$ cat src/rtl/approx_mul_err_eval.sv
// Exhaustive operand sweep for an approximate NxN multiplier with a 3-stage error pipeline.
// Define ERR_MAXTRACK_EN to build the max_ed/max_a/max_b tracker; otherwise those outputs are 0.
module approx_mul_err_eval #(
    parameter int N     = 8,
    parameter int SUM_W = 32
) (
    input  logic             clk,
    input  logic             rst,
    input  logic             start,
    input  logic             hold,
    output logic [N-1:0]     a_out,
    output logic [N-1:0]     b_out,
    input  logic [2*N-1:0]   prod_in,
    output logic             busy,
    output logic             done,
    output logic [2*N:0]     err_cnt,
    output logic [SUM_W-1:0] sum_ed,
    output logic [2*N-1:0]   max_ed,
    output logic [N-1:0]     max_a,
    output logic [N-1:0]     max_b
);
    localparam int PW = 2*N;
    localparam int SE = SUM_W + 1;

    // state | meaning
    // IDLE  | waiting for start        SWEEP | sampling one pair per non-held cycle
    // DRAIN | two cycles to retire     DONE  | statistics final and held
    typedef enum logic [1:0] {S_IDLE, S_SWEEP, S_DRAIN, S_DONE} state_t;

    state_t        state_q, state_d;
    logic          drain_q, drain_d;
    logic [PW-1:0] idx_q, idx_d;
    logic          sample, last, clear;

    assign sample = (state_q == S_SWEEP) && !hold;
    assign last   = sample && (idx_q == {PW{1'b1}});
    assign clear  = start && ((state_q == S_IDLE) || (state_q == S_DONE));
    assign a_out  = idx_q[PW-1:N];
    assign b_out  = idx_q[N-1:0];

    always_ff @(posedge clk) begin
        if (rst) begin
            state_q <= S_IDLE;
            drain_q <= 1'b0;
            idx_q   <= '0;
        end else begin
            state_q <= state_d;
            drain_q <= drain_d;
            idx_q   <= idx_d;
        end
    end

    always_comb begin
        state_d = state_q;
        drain_d = drain_q;
        case (state_q)
            S_IDLE, S_DONE: begin
                if (start) state_d = S_SWEEP;
            end
            S_SWEEP: begin
                if (last) begin
                    state_d = S_DRAIN;
                    drain_d = 1'b1;
                end
            end
            S_DRAIN: begin
                if (drain_q == 1'b0) state_d = S_DONE;
                else                 drain_d = 1'b0;
            end
            default: state_d = S_IDLE;
        endcase
    end

    // The index wraps to zero on the last sample and then stays there.
    always_comb begin
        idx_d = idx_q;
        if (clear)       idx_d = '0;
        else if (sample) idx_d = idx_q + PW'(1);
    end

    always_comb begin
        busy = 1'b0;
        done = 1'b0;
        case (state_q)
            S_SWEEP, S_DRAIN: busy = 1'b1;
            S_DONE:           done = 1'b1;
            default: ;
        endcase
    end

    logic          v1_q, v2_q;
    logic [PW-1:0] exact1_q, prod1_q, ed2_q;
    logic [PW-1:0] exact_w, ed_w;
    logic [PW:0]   err_q;
    logic [SUM_W-1:0] sum_q, sum_sat;
    logic [SUM_W:0]   sum_ext;

    assign exact_w = PW'(a_out) * PW'(b_out);
    assign ed_w    = (exact1_q >= prod1_q) ? (exact1_q - prod1_q) : (prod1_q - exact1_q);
    assign sum_ext = {1'b0, sum_q} + SE'(ed2_q);
    assign sum_sat = sum_ext[SUM_W] ? {SUM_W{1'b1}} : sum_ext[SUM_W-1:0];

    always_ff @(posedge clk) begin
        if (rst) begin
            v1_q     <= 1'b0;
            v2_q     <= 1'b0;
            exact1_q <= '0;
            prod1_q  <= '0;
            ed2_q    <= '0;
            err_q    <= '0;
            sum_q    <= '0;
        end else begin
            v1_q <= sample;
            if (sample) begin
                exact1_q <= exact_w;
                prod1_q  <= prod_in;
            end
            v2_q <= v1_q;
            if (v1_q) ed2_q <= ed_w;
            if (clear) begin
                err_q <= '0;
                sum_q <= '0;
            end else if (v2_q) begin
                if (ed2_q != '0) err_q <= err_q + (PW+1)'(1);
                sum_q <= sum_sat;
            end
        end
    end

    assign err_cnt = err_q;
    assign sum_ed  = sum_q;

`ifdef ERR_MAXTRACK_EN
    logic [N-1:0]  a1_q, b1_q, a2_q, b2_q, max_a_q, max_b_q;
    logic [PW-1:0] max_ed_q;

    always_ff @(posedge clk) begin
        if (rst) begin
            a1_q     <= '0;
            b1_q     <= '0;
            a2_q     <= '0;
            b2_q     <= '0;
            max_ed_q <= '0;
            max_a_q  <= '0;
            max_b_q  <= '0;
        end else begin
            if (sample) begin
                a1_q <= a_out;
                b1_q <= b_out;
            end
            if (v1_q) begin
                a2_q <= a1_q;
                b2_q <= b1_q;
            end
            // Strict compare keeps the earliest pair on ties.
            if (clear) begin
                max_ed_q <= '0;
                max_a_q  <= '0;
                max_b_q  <= '0;
            end else if (v2_q && (ed2_q > max_ed_q)) begin
                max_ed_q <= ed2_q;
                max_a_q  <= a2_q;
                max_b_q  <= b2_q;
            end
        end
    end

    assign max_ed = max_ed_q;
    assign max_a  = max_a_q;
    assign max_b  = max_b_q;
`else
    assign max_ed = '0;
    assign max_a  = '0;
    assign max_b  = '0;
`endif

endmodule

$ cat config.mk
export PLATFORM = sky130hd
export DESIGN_NAME = approx_mul_err_eval
export DESIGN_NICKNAME = d
export VERILOG_FILES = /design/src/rtl/approx_mul_err_eval.sv
export SDC_FILE = /design/constraint.sdc
export NUM_CORES = 1
export LEC_CHECK = 0
export BUFFER_PORTS_ARGS = -buffer_cell sky130_fd_sc_hd__buf_2
export CAP_MARGIN = 30
export CORE_AREA = 8 8 119 165
export DETAILED_ROUTE_END_ITERATION = 8
export DIE_AREA = 0 0 127 173
export GPL_TIMING_DRIVEN = 0
export PLACE_DENSITY = 0.76
export SLEW_MARGIN = 5
export SYNTH_ARGS = -nofsm -noshare
export SYNTH_HDL_FRONTEND = slang
export SYNTH_SLANG_ARGS = --single-unit
$ cat constraint.sdc
create_clock -name clk -period 7 [get_ports clk]
set_clock_uncertainty 0.2 [all_clocks]
set_input_delay 1.4 -clock clk [delete_from_list [all_inputs] [get_ports clk]]
set_output_delay 1.4 -clock clk [all_outputs]
set_load 0.02 [all_outputs]
==> results of run 1 <==
tightest hold or removal path, stage by stage (launching register included):
cell     delay [ps]
dfxtp_1         310
nand2_1          50
a21oi_1          50
power by group:
| part | switching, mW | internal (mW) | total [mW] |
|---|---|---|---|
| registers | 0.0414 | 0.715 | 0.757 |
| clock network | 0.328 | 0.560 | 0.888 |
| logic | 0.607 | 0.414 | 1.02 |
| total | 0.977 | 1.69 | 2.67 |
layer usage:
layer | track usage, % | up-vias | wire length [um]
met5 | 0 | - | 0
li1 | - | 4127 | -
met1 | 21.9 | 3915 | 9120
met4 | 9.85 | 0 | 701
met2 | 43.0 | 197 | 13200
met3 | 3.51 | 45 | 913
area by class of cell:
type / count / area (um^2)
fill: 1554 / 6420
clock inverter: 14 / 178
clock buffer: 17 / 425
tap: 206 / 258
inverter: 104 / 390
sequential: 118 / 2360
buffer: 89 / 502
timing repair buffer: 85 / 425
antenna: 1 / 2.50
multi-input combinational: 868 / 6150
flip-flops by register name, indices dropped and copies added (netlist names):
name      count
state_q       2
v1_q          1
err_cnt      17
idx_q        16
ed2_q        16
exact1_q     16
drain_q       1
v2_q          1
sum_ed       32
prod1_q      16
stage by stage:
stage                     std cells  setup WS, ps  total power [mW]  util (%)
after floorplan                1179          1850              1.54         -
after global placement         1470          1460              1.77      59.0
after detailed placement       1470          1410              1.78      59.0
after CTS                      1501          1400              2.67      62.5
after global routing           1502          1160              2.81      62.5
final                          1502          1410              2.67      62.5
kinds of logic after synthesis:
group | synth area share, %
other | 0.0404
DFF | 25.4
and+or+nand+nor | 20.0
xor gates and xnor gates | 5.94
adders and majority gates | 20.3
AOI/OAI and AO/OA | 17.1
muxes | 1.59
buffers and inverters | 9.60
worst paths after layout:
path / start / endpoint / slack (ps) / cells after the start
max: idx_q[8] / exact1_q[14] / 1410 / 17
min: prod1_q[15] / prod1_q[15] / 260 / 2
max reg2reg: idx_q[8] / exact1_q[14] / 1410 / 17
min reg2reg: prod1_q[15] / prod1_q[15] / 260 / 2
cell usage in the layout (no fill, tap or decap), types with 13 or more instances in the layout:
cell type / instances
nor2_1: 92
ha_1: 88
xnor2_1: 33
nor3_1: 21
a21oi_1: 103
fa_1: 39
a211oi_1: 26
nand3_1: 31
buf_2: 93
a21o_1: 19
buf_4: 32
clkbuf_1: 39
and2_1: 55
clkbuf_16: 17
o21ai_0: 43
conb_1: 32
inv_1: 104
xor2_1: 30
nand2_1: 100
dfxtp_1: 118
or3_1: 13
==> results.toml, run 1 <==
[run_status]
status = "finished clean"

[yosys]
yosysTopAreaCell = "dfxtp_1"
ys_types = 71
synth-seq-cells = 118
avgSynthCellArea_um2 = 8.09
synth_top_area_share_pct = 25.4
yosys-top-cells-area = "dfxtp_1 25%, ha_1 12%, fa_1 8.4%"
async_reset_ff_share_pct = 0
post_synth_inst_count = 1148
yosysWarnings = 0
synth_area_mm2 = 0.00929
synth_commonest_cells = "118 x dfxtp_1, 104 x inv_1, 103 x a21oi_1, 100 x nand2_1, 92 x nor2_1"
post-synth-top-count-cell = "dfxtp_1"
ys.flop_type = "dfxtp_1"
synth_edf_count = 0
yosysSeqAreaShare_pct = 25.4

[clocking]
cts_tree = "done"
cts.clk_slew.worst_paths_ps = 60
clkSinkCount = 118
clock_latency_ps = 430
clockRootBuffer = "clkbuf_16"
cts_made_buffers = 17
postCtsSetupRepairBufs = 0
cts_buffer_depth = 2
cts_max_level = 4
cts_hold_buf = 0
postCtsResizedCells = 0

[setup_path]
cp-start-kind = "flop"
worstPathCellList = "clkbuf_1 -> nand2_1 -> fa_1 -> fa_1 -> inv_1 -> fa_1 -> inv_1 -> fa_1 -> inv_1 -> ha_1 -> or2_2 -> a21oi_1 -> a21oi_1 -> a41oi_1 -> a21oi_1 -> or4b_2 -> o311ai_0"
critPathMaxFanout = 10
end_kind = "flop"
crit_path_max_incr_delay_ps = 620
worst_ep_arrival_time_ps = 5700
crit_family = "adder cells"
worst_ep_required_time_ps = 7120
cp_num_buf_inv = 4
crit_top_cell = "fa_1"
crit_type = "reg2reg"
slowest_stage = "or4b_2"

[timing]
worst_pin_slew_ps = 666
post-route-period-util_pct = 79.8
setup_viol = 0
fmaxAchievable_mhz = 179
relSlewSlack_pct = 55.6
hold_ws_ps = 261
finalMaxSlewViolations = 0
setup_tns_ps = 0
rsz0062_at_grt = "false"
fin_crit_ps = 5590
hold_viol_final = 0

[route]
wire_per_inst_um = 16.0
vias_per_cell = 5.52
drt_iter0_markers = 395
drcViolationCount = 0
vias = 8284
ant_nets = 0
first_pass_iters = 5
wirelength_um = 24000

[pwr]
power_density_mw_per_mm2 = 249
ir_worst_vdd_mv = 0.139
p_leak_nw = 4.94

[floorplan]
initial_core_util_pct = 54.3
dieArea_mm2 = 0.0220
num_rows = 57
ioPinCount = 119
die_x_um = 127
die_height_um = 173
core_area_mm2 = 0.0171

[grt]
first_global_vias = 8388
grt_pass1_wl_um = 39800
grt_usage_pct = 22.0
grt.overflow.total = 0
antenna_found_initial = 1
grt_max_degree = 17

[placed_design]
dpl-instance-area_mm2 = 0.0101
gp_congestion = 0.924
portBuffers = 85
post-dp-hpwl_um = 19300

[min_path]
hold_path_class = "reg2reg"

[cells_and_area]
drive_above_1_share_pct = 14.1
stdcell_area_mm2 = 0.0107
nNetsFinal = 1430
syn_to_final_growth_pct = 15.1

[job]
maxCapViolations = 0
Note: power is estimated with default switching activity, not from simulation.
==> inputs of run 2 (changes only) <==
--- a/config.mk
+++ b/config.mk
@@ -7,11 +7,11 @@
 export LEC_CHECK = 0
 export BUFFER_PORTS_ARGS = -buffer_cell sky130_fd_sc_hd__buf_2
 export CAP_MARGIN = 30
-export CORE_AREA = 8 8 119 165
+export CORE_AREA = 8 8 120 167
 export DETAILED_ROUTE_END_ITERATION = 8
-export DIE_AREA = 0 0 127 173
+export DIE_AREA = 0 0 128 175
 export GPL_TIMING_DRIVEN = 0
-export PLACE_DENSITY = 0.76
+export PLACE_DENSITY = 0.77
 export SLEW_MARGIN = 5
 export SYNTH_ARGS = -nofsm -noshare
 export SYNTH_HDL_FRONTEND = slang
==> constraint.sdc (replaced) <==
create_clock -name clk -period 4.6 [get_ports clk]
set_clock_uncertainty 0.2 [all_clocks]
set_input_delay 0.92 -clock clk [delete_from_list [all_inputs] [get_ports clk]]
set_output_delay 0.92 -clock clk [all_outputs]
set_load 0.02 [all_outputs]
==> results.toml, run 2 (synthesis gave the netlist of run 1 again) <==
[setup_path]
worst_ep_arrival_time_ps = 4690
end_kind = "flop"
worst_ep_required_time_ps = 4720
cp-start-kind = "flop"
worstPathCellList = "buf_12 -> and2_4 -> fa_2 -> fa_1 -> fa_1 -> inv_2 -> fa_1 -> inv_2 -> ha_4 -> or2_4 -> a21oi_2 -> a21oi_2 -> a41oi_2 -> a21oi_2 -> or4b_4 -> o311ai_2"
crit_path_max_incr_delay_ps = 600
critPathMaxFanout = 8
crit_type = "reg2reg"
reg2reg_depth = 16
slowest_stage = "fa_1"
r2r-end = "exact1_q[14]"
rrSetupSlack_ps = 40
startpoint = "idx_q[10]"
endpoint = "exact1_q[14]"
r2r_start = "idx_q[10]"

[cells_and_area]
nNetsFinal = 1461
post-route-util_pct = 64.3
stdcell_area_mm2 = 0.0113
syn_to_final_growth_pct = 21.6
drive_above_1_share_pct = 20.8
largest_reg_flops = 32
nFillCells = 1538
final_common_cell = "dfxtp_1"
final_cell_mix = "104 x dfxtp_1, 100 x a21oi_1, 99 x inv_1"

[timing]
hold_viol_final = 0
fin_crit_ps = 4560
setup_viol = 0
worst_pin_slew_ps = 779
setup_tns_ps = 0
fmaxAchievable_mhz = 219
finalMaxSlewViolations = 0
relSlewSlack_pct = 48.1
rsz0062_at_grt = "true"
post-route-period-util_pct = 99.2

[floorplan]
ioPinCount = 119
num_rows = 58
dieArea_mm2 = 0.0224
initial_core_util_pct = 52.9
die_height_um = 175
die_x_um = 128
core_area_mm2 = 0.0176

[pwr]
power.internal_mw = 2.58
p_sw_mw = 1.53
power_frac_seq_pct = 27.9
netSwitchingFraction_pct = 37.2
p_comb_share_pct = 37.9
ir_worst_vdd_mv = 0.277
p_leak_nw = 5.21
pwr-share-clk_pct = 34.2
power_density_mw_per_mm2 = 363

[run_status]
status = "finished clean"

[clocking]
clockRootBuffer = "clkbuf_16"
clkSinkCount = 118
cts_hold_buf = 0
cts_tree = "done"
cts.clk_slew.worst_paths_ps = 60
cts_made_buffers = 17
cts_max_level = 4
clock_latency_ps = 430
cts_buffer_depth = 2

[route]
first_pass_iters = 5
drcViolationCount = 0
wirelength_um = 25600
ant_nets = 0
vias_per_cell = 5.46
vias = 8558
drt_iter0_markers = 415
wire_per_inst_um = 16.3

[grt]
grt_max_degree = 17
grt_pass1_wl_um = 41300
antenna_found_initial = 1
grt_usage_pct = 22.9
first_global_vias = 8634
grt.overflow.total = 0

[job]
maxCapViolations = 0

[min_path]
hold_path_class = "reg2reg"

[placed_design]
dpl-instance-area_mm2 = 0.0103
post-dp-hpwl_um = 19300
portBuffers = 85
gp_congestion = 0.924
## run 2: cell count changes in the layout (fill, tap and decap cells not counted), moves of 5 or more
cell	previous run	this run
dfxtp_4	0	9
dfxtp_1	118	104
clkbuf_1	39	24
ha_1	88	82
inv_2	0	5
ha_4	0	5
buf_4	32	70
dfxtp_2	0	5
inv_1	104	99
## run 2: final cells by class
| class | count | area, um^2 | area share [%] |
|---|---|---|---|
| plain buffers | 77 | 479 | 4.24 |
| multi-input cells | 868 | 6350 | 56.2 |
| inverters | 104 | 390 | 3.45 |
| well taps | 240 | 300 | 2.66 |
| repair buffers | 128 | 766 | 6.78 |
| flip-flops and latches | 118 | 2400 | 21.3 |
| clock buffers | 17 | 425 | 3.76 |
| clock inverters | 15 | 189 | 1.67 |
| diodes | 1 | 2.50 | 0.0221 |
## run 2: power groups by stage
stage / clock, mW / sequential, mW / combinational (mW)
floorplan: 0 / 1.16 / 1.18
global placement: 0 / 1.17 / 1.52
detailed placement: 0 / 1.17 / 1.53
CTS: 1.41 / 1.15 / 1.54
global route: 1.46 / 1.15 / 1.71
finish: 1.40 / 1.15 / 1.56
## run 2: stage by stage
stage / instances / hold WS (ps) / setup WS [ps] / power [mW]
floorplan: 1179 / 236 / -18.5 / 2.34
global placement: 1504 / 242 / -496 / 2.68
detailed placement: 1504 / 257 / -525 / 2.70
CTS: 1552 / 265 / -53.6 / 4.10
global route: 1568 / 291 / -70.4 / 4.32
finish: 1568 / 263 / 38.0 / 4.11
## run 2: worst min path at each step
stage,startpoint,endpoint,slack [ps],depth (start not counted)
CTS,prod1_q[15],prod1_q[15],270,2
detailed placement,prod1_q[15],prod1_q[15],260,2
global route,prod1_q[14],prod1_q[14],290,2
floorplan,prod1_q[15],prod1_q[15],240,2
finish,prod1_q[15],prod1_q[15],260,2
global placement,prod1_q[15],prod1_q[15],240,2
## run 2: timing repair
| item | CTS | global route |
|---|---|---|
| pin swaps | 23 | 32 |
| setup endpoints to repair | 4 | 7 |
| buffers inserted | 27 | 19 |
| gates resized for setup | 27 | 21 |
| cloned | 0 | 0 |
## run 2: critical path, delay by kind of cell (launching register included)
| kind | cells | cell delay, ps |
|---|---|---|
| AOI/OAI and AO/OA | 5 | 620 |
| adders and majority gates | 5 | 2140 |
| buffers and inverters | 3 | 230 |
| DFF | 1 | 380 |
| and+or+nand+nor | 3 | 880 |
## run 2: metal layers
layer  track usage, %  wire length (um)
met5                0                 0
met4             13.8              1340
met3             4.61               996
met2             43.8             14000
met1             21.8              9280
==> inputs of run 3 (changes only) <==
--- a/config.mk
+++ b/config.mk
@@ -7,11 +7,11 @@
 export LEC_CHECK = 0
 export BUFFER_PORTS_ARGS = -buffer_cell sky130_fd_sc_hd__buf_2
 export CAP_MARGIN = 30
-export CORE_AREA = 8 8 120 167
+export CORE_AREA = 8 8 119 165
 export DETAILED_ROUTE_END_ITERATION = 8
-export DIE_AREA = 0 0 128 175
+export DIE_AREA = 0 0 127 173
 export GPL_TIMING_DRIVEN = 0
-export PLACE_DENSITY = 0.77
+export PLACE_DENSITY = 0.76
 export SLEW_MARGIN = 5
 export SYNTH_ARGS = -nofsm -noshare
 export SYNTH_HDL_FRONTEND = slang
==> constraint.sdc (replaced) <==
create_clock -name clk -period 5.3 [get_ports clk]
set_clock_uncertainty 0.2 [all_clocks]
set_input_delay 1.06 -clock clk [delete_from_list [all_inputs] [get_ports clk]]
set_output_delay 1.06 -clock clk [all_outputs]
set_load 0.02 [all_outputs]
==> results.toml, run 3 (synthesis gave the netlist of run 1 again) <==
[route]
ant_nets = 0
drt_iter0_markers = 376
first_pass_iters = 5
vias_per_cell = 5.49
wire_per_inst_um = 16.1
wirelength_um = 24200
vias = 8256
drcViolationCount = 0

[placed_design]
post-dp-hpwl_um = 19300
gp_congestion = 0.924
portBuffers = 85

[cells_and_area]
final_cell_mix = "114 x dfxtp_1, 104 x inv_1, 103 x a21oi_1"
post-route-util_pct = 63.2
final_common_cell = "dfxtp_1"
drive_above_1_share_pct = 15.6
syn_to_final_growth_pct = 16.3
nFillCells = 1538
largest_reg_flops = 32
nNetsFinal = 1431

[clocking]
cts.clk_slew.worst_paths_ps = 60
cts_tree = "done"
clock_latency_ps = 430
clockRootBuffer = "clkbuf_16"
cts_buffer_depth = 2
cts_hold_buf = 0
cts_made_buffers = 17
clkSinkCount = 118
cts_max_level = 4

[pwr]
power_density_mw_per_mm2 = 326
p_sw_mw = 1.29
power.internal_mw = 2.23
p_leak_nw = 5.01
p_comb_share_pct = 38.3
pwr-share-clk_pct = 33.3
power_frac_seq_pct = 28.4
ir_worst_vdd_mv = 0.183
netSwitchingFraction_pct = 36.7

[min_path]
hold_path_class = "reg2reg"

[setup_path]
end_kind = "flop"
cp-start-kind = "flop"
worst_ep_arrival_time_ps = 5200
worst_ep_required_time_ps = 5420
crit_type = "reg2reg"
critPathMaxFanout = 7

[floorplan]
core_area_mm2 = 0.0171
dieArea_mm2 = 0.0220
initial_core_util_pct = 54.3
num_rows = 57
ioPinCount = 119
die_x_um = 127
die_height_um = 173

[timing]
hold_viol_final = 0
fin_crit_ps = 5090
finalMaxSlewViolations = 0
relSlewSlack_pct = 55.1
fmaxAchievable_mhz = 197
rsz0062_at_grt = "false"
setup_viol = 0
setup_tns_ps = 0
worst_pin_slew_ps = 674
post-route-period-util_pct = 95.9

[job]
maxCapViolations = 0

[grt]
grt_pass1_wl_um = 39900
grt_usage_pct = 22.1
grt_max_degree = 17
antenna_found_initial = 1
first_global_vias = 8400
grt.overflow.total = 0

[run_status]
status = "finished clean"
run 3: metal layers:
| metal | up-vias | wire, um | global-route usage [%] |
|---|---|---|---|
| met2 | 195 | 13300 | 43.2 |
| met3 | 49 | 943 | 3.45 |
| met5 | - | 0 | 0 |
| met1 | 3889 | 9190 | 22.0 |
| met4 | 0 | 715 | 9.85 |
| li1 | 4123 | - | - |
run 3: worst paths after layout:
check / from / depth (start not counted) / endpoint / slack [ps]
min reg2reg: prod1_q[15] / 2 / prod1_q[15] / 260
max: idx_q[8] / 17 / exact1_q[14] / 210
min: prod1_q[15] / 2 / prod1_q[15] / 260
max reg2reg: idx_q[8] / 17 / exact1_q[14] / 210
run 3: final cells by class:
class / instances / area (um^2) / area share, %
Timing Repair Buffer: 86 / 433 / 4.01
Clock buffer: 17 / 425 / 3.94
Clock inverter: 14 / 178 / 1.64
Buffer: 89 / 581 / 5.37
Tap cell: 206 / 258 / 2.38
Antenna cell: 1 / 2.50 / 0.0232
Multi-Input combinational cell: 868 / 6170 / 57.1
Inverter: 104 / 390 / 3.61
Sequential cell: 118 / 2370 / 21.9
run 3: critical path, cell delays in order, from the launching register on:
cell,delay [ps]
dfxtp_1,370
buf_6,150
nand2_1,80
fa_1,510
fa_1,560
inv_1,60
fa_1,520
inv_1,50
fa_1,530
inv_1,40
ha_1,330
or2_2,310
a21oi_1,150
a21oi_1,90
a41oi_2,180
a21oi_1,120
or4b_2,620
o311ai_0,100
run 3: what timing repair did:
action / CTS / global route
endpoints found under the setup margin: 2 / 2
resized for setup: 19 / 37
pin swaps: 0 / 1
setup buffers: 0 / 1
run 3: power groups by stage:
| stage | Sequential [mW] | Clock, mW | Combinational, mW |
|---|---|---|---|
| 5_1_grt | 1.01 | 1.23 | 1.47 |
| 4_1_cts | 0.999 | 1.19 | 1.34 |
| 2_1_floorplan | 1.01 | 0 | 1.03 |
| 3_5_place_dp | 1.02 | 0 | 1.34 |
| 6_report | 0.999 | 1.17 | 1.35 |
| 3_3_place_gp | 1.01 | 0 | 1.32 |
run 3: metrics by stage:
stage | setup WS [ps] | power (mW) | hold WS (ps) | cell area [um^2] | instances
6_report | 215 | 3.52 | 262 | 10800 | 1503
5_1_grt | 0.950 | 3.71 | 299 | 10800 | 1503
2_1_floorplan | 151 | 2.03 | 236 | 9410 | 1179
3_3_place_gp | -237 | 2.34 | 248 | 10100 | 1470
3_5_place_dp | -286 | 2.36 | 252 | 10100 | 1470
4_1_cts | 2.42 | 3.53 | 260 | 10700 | 1501
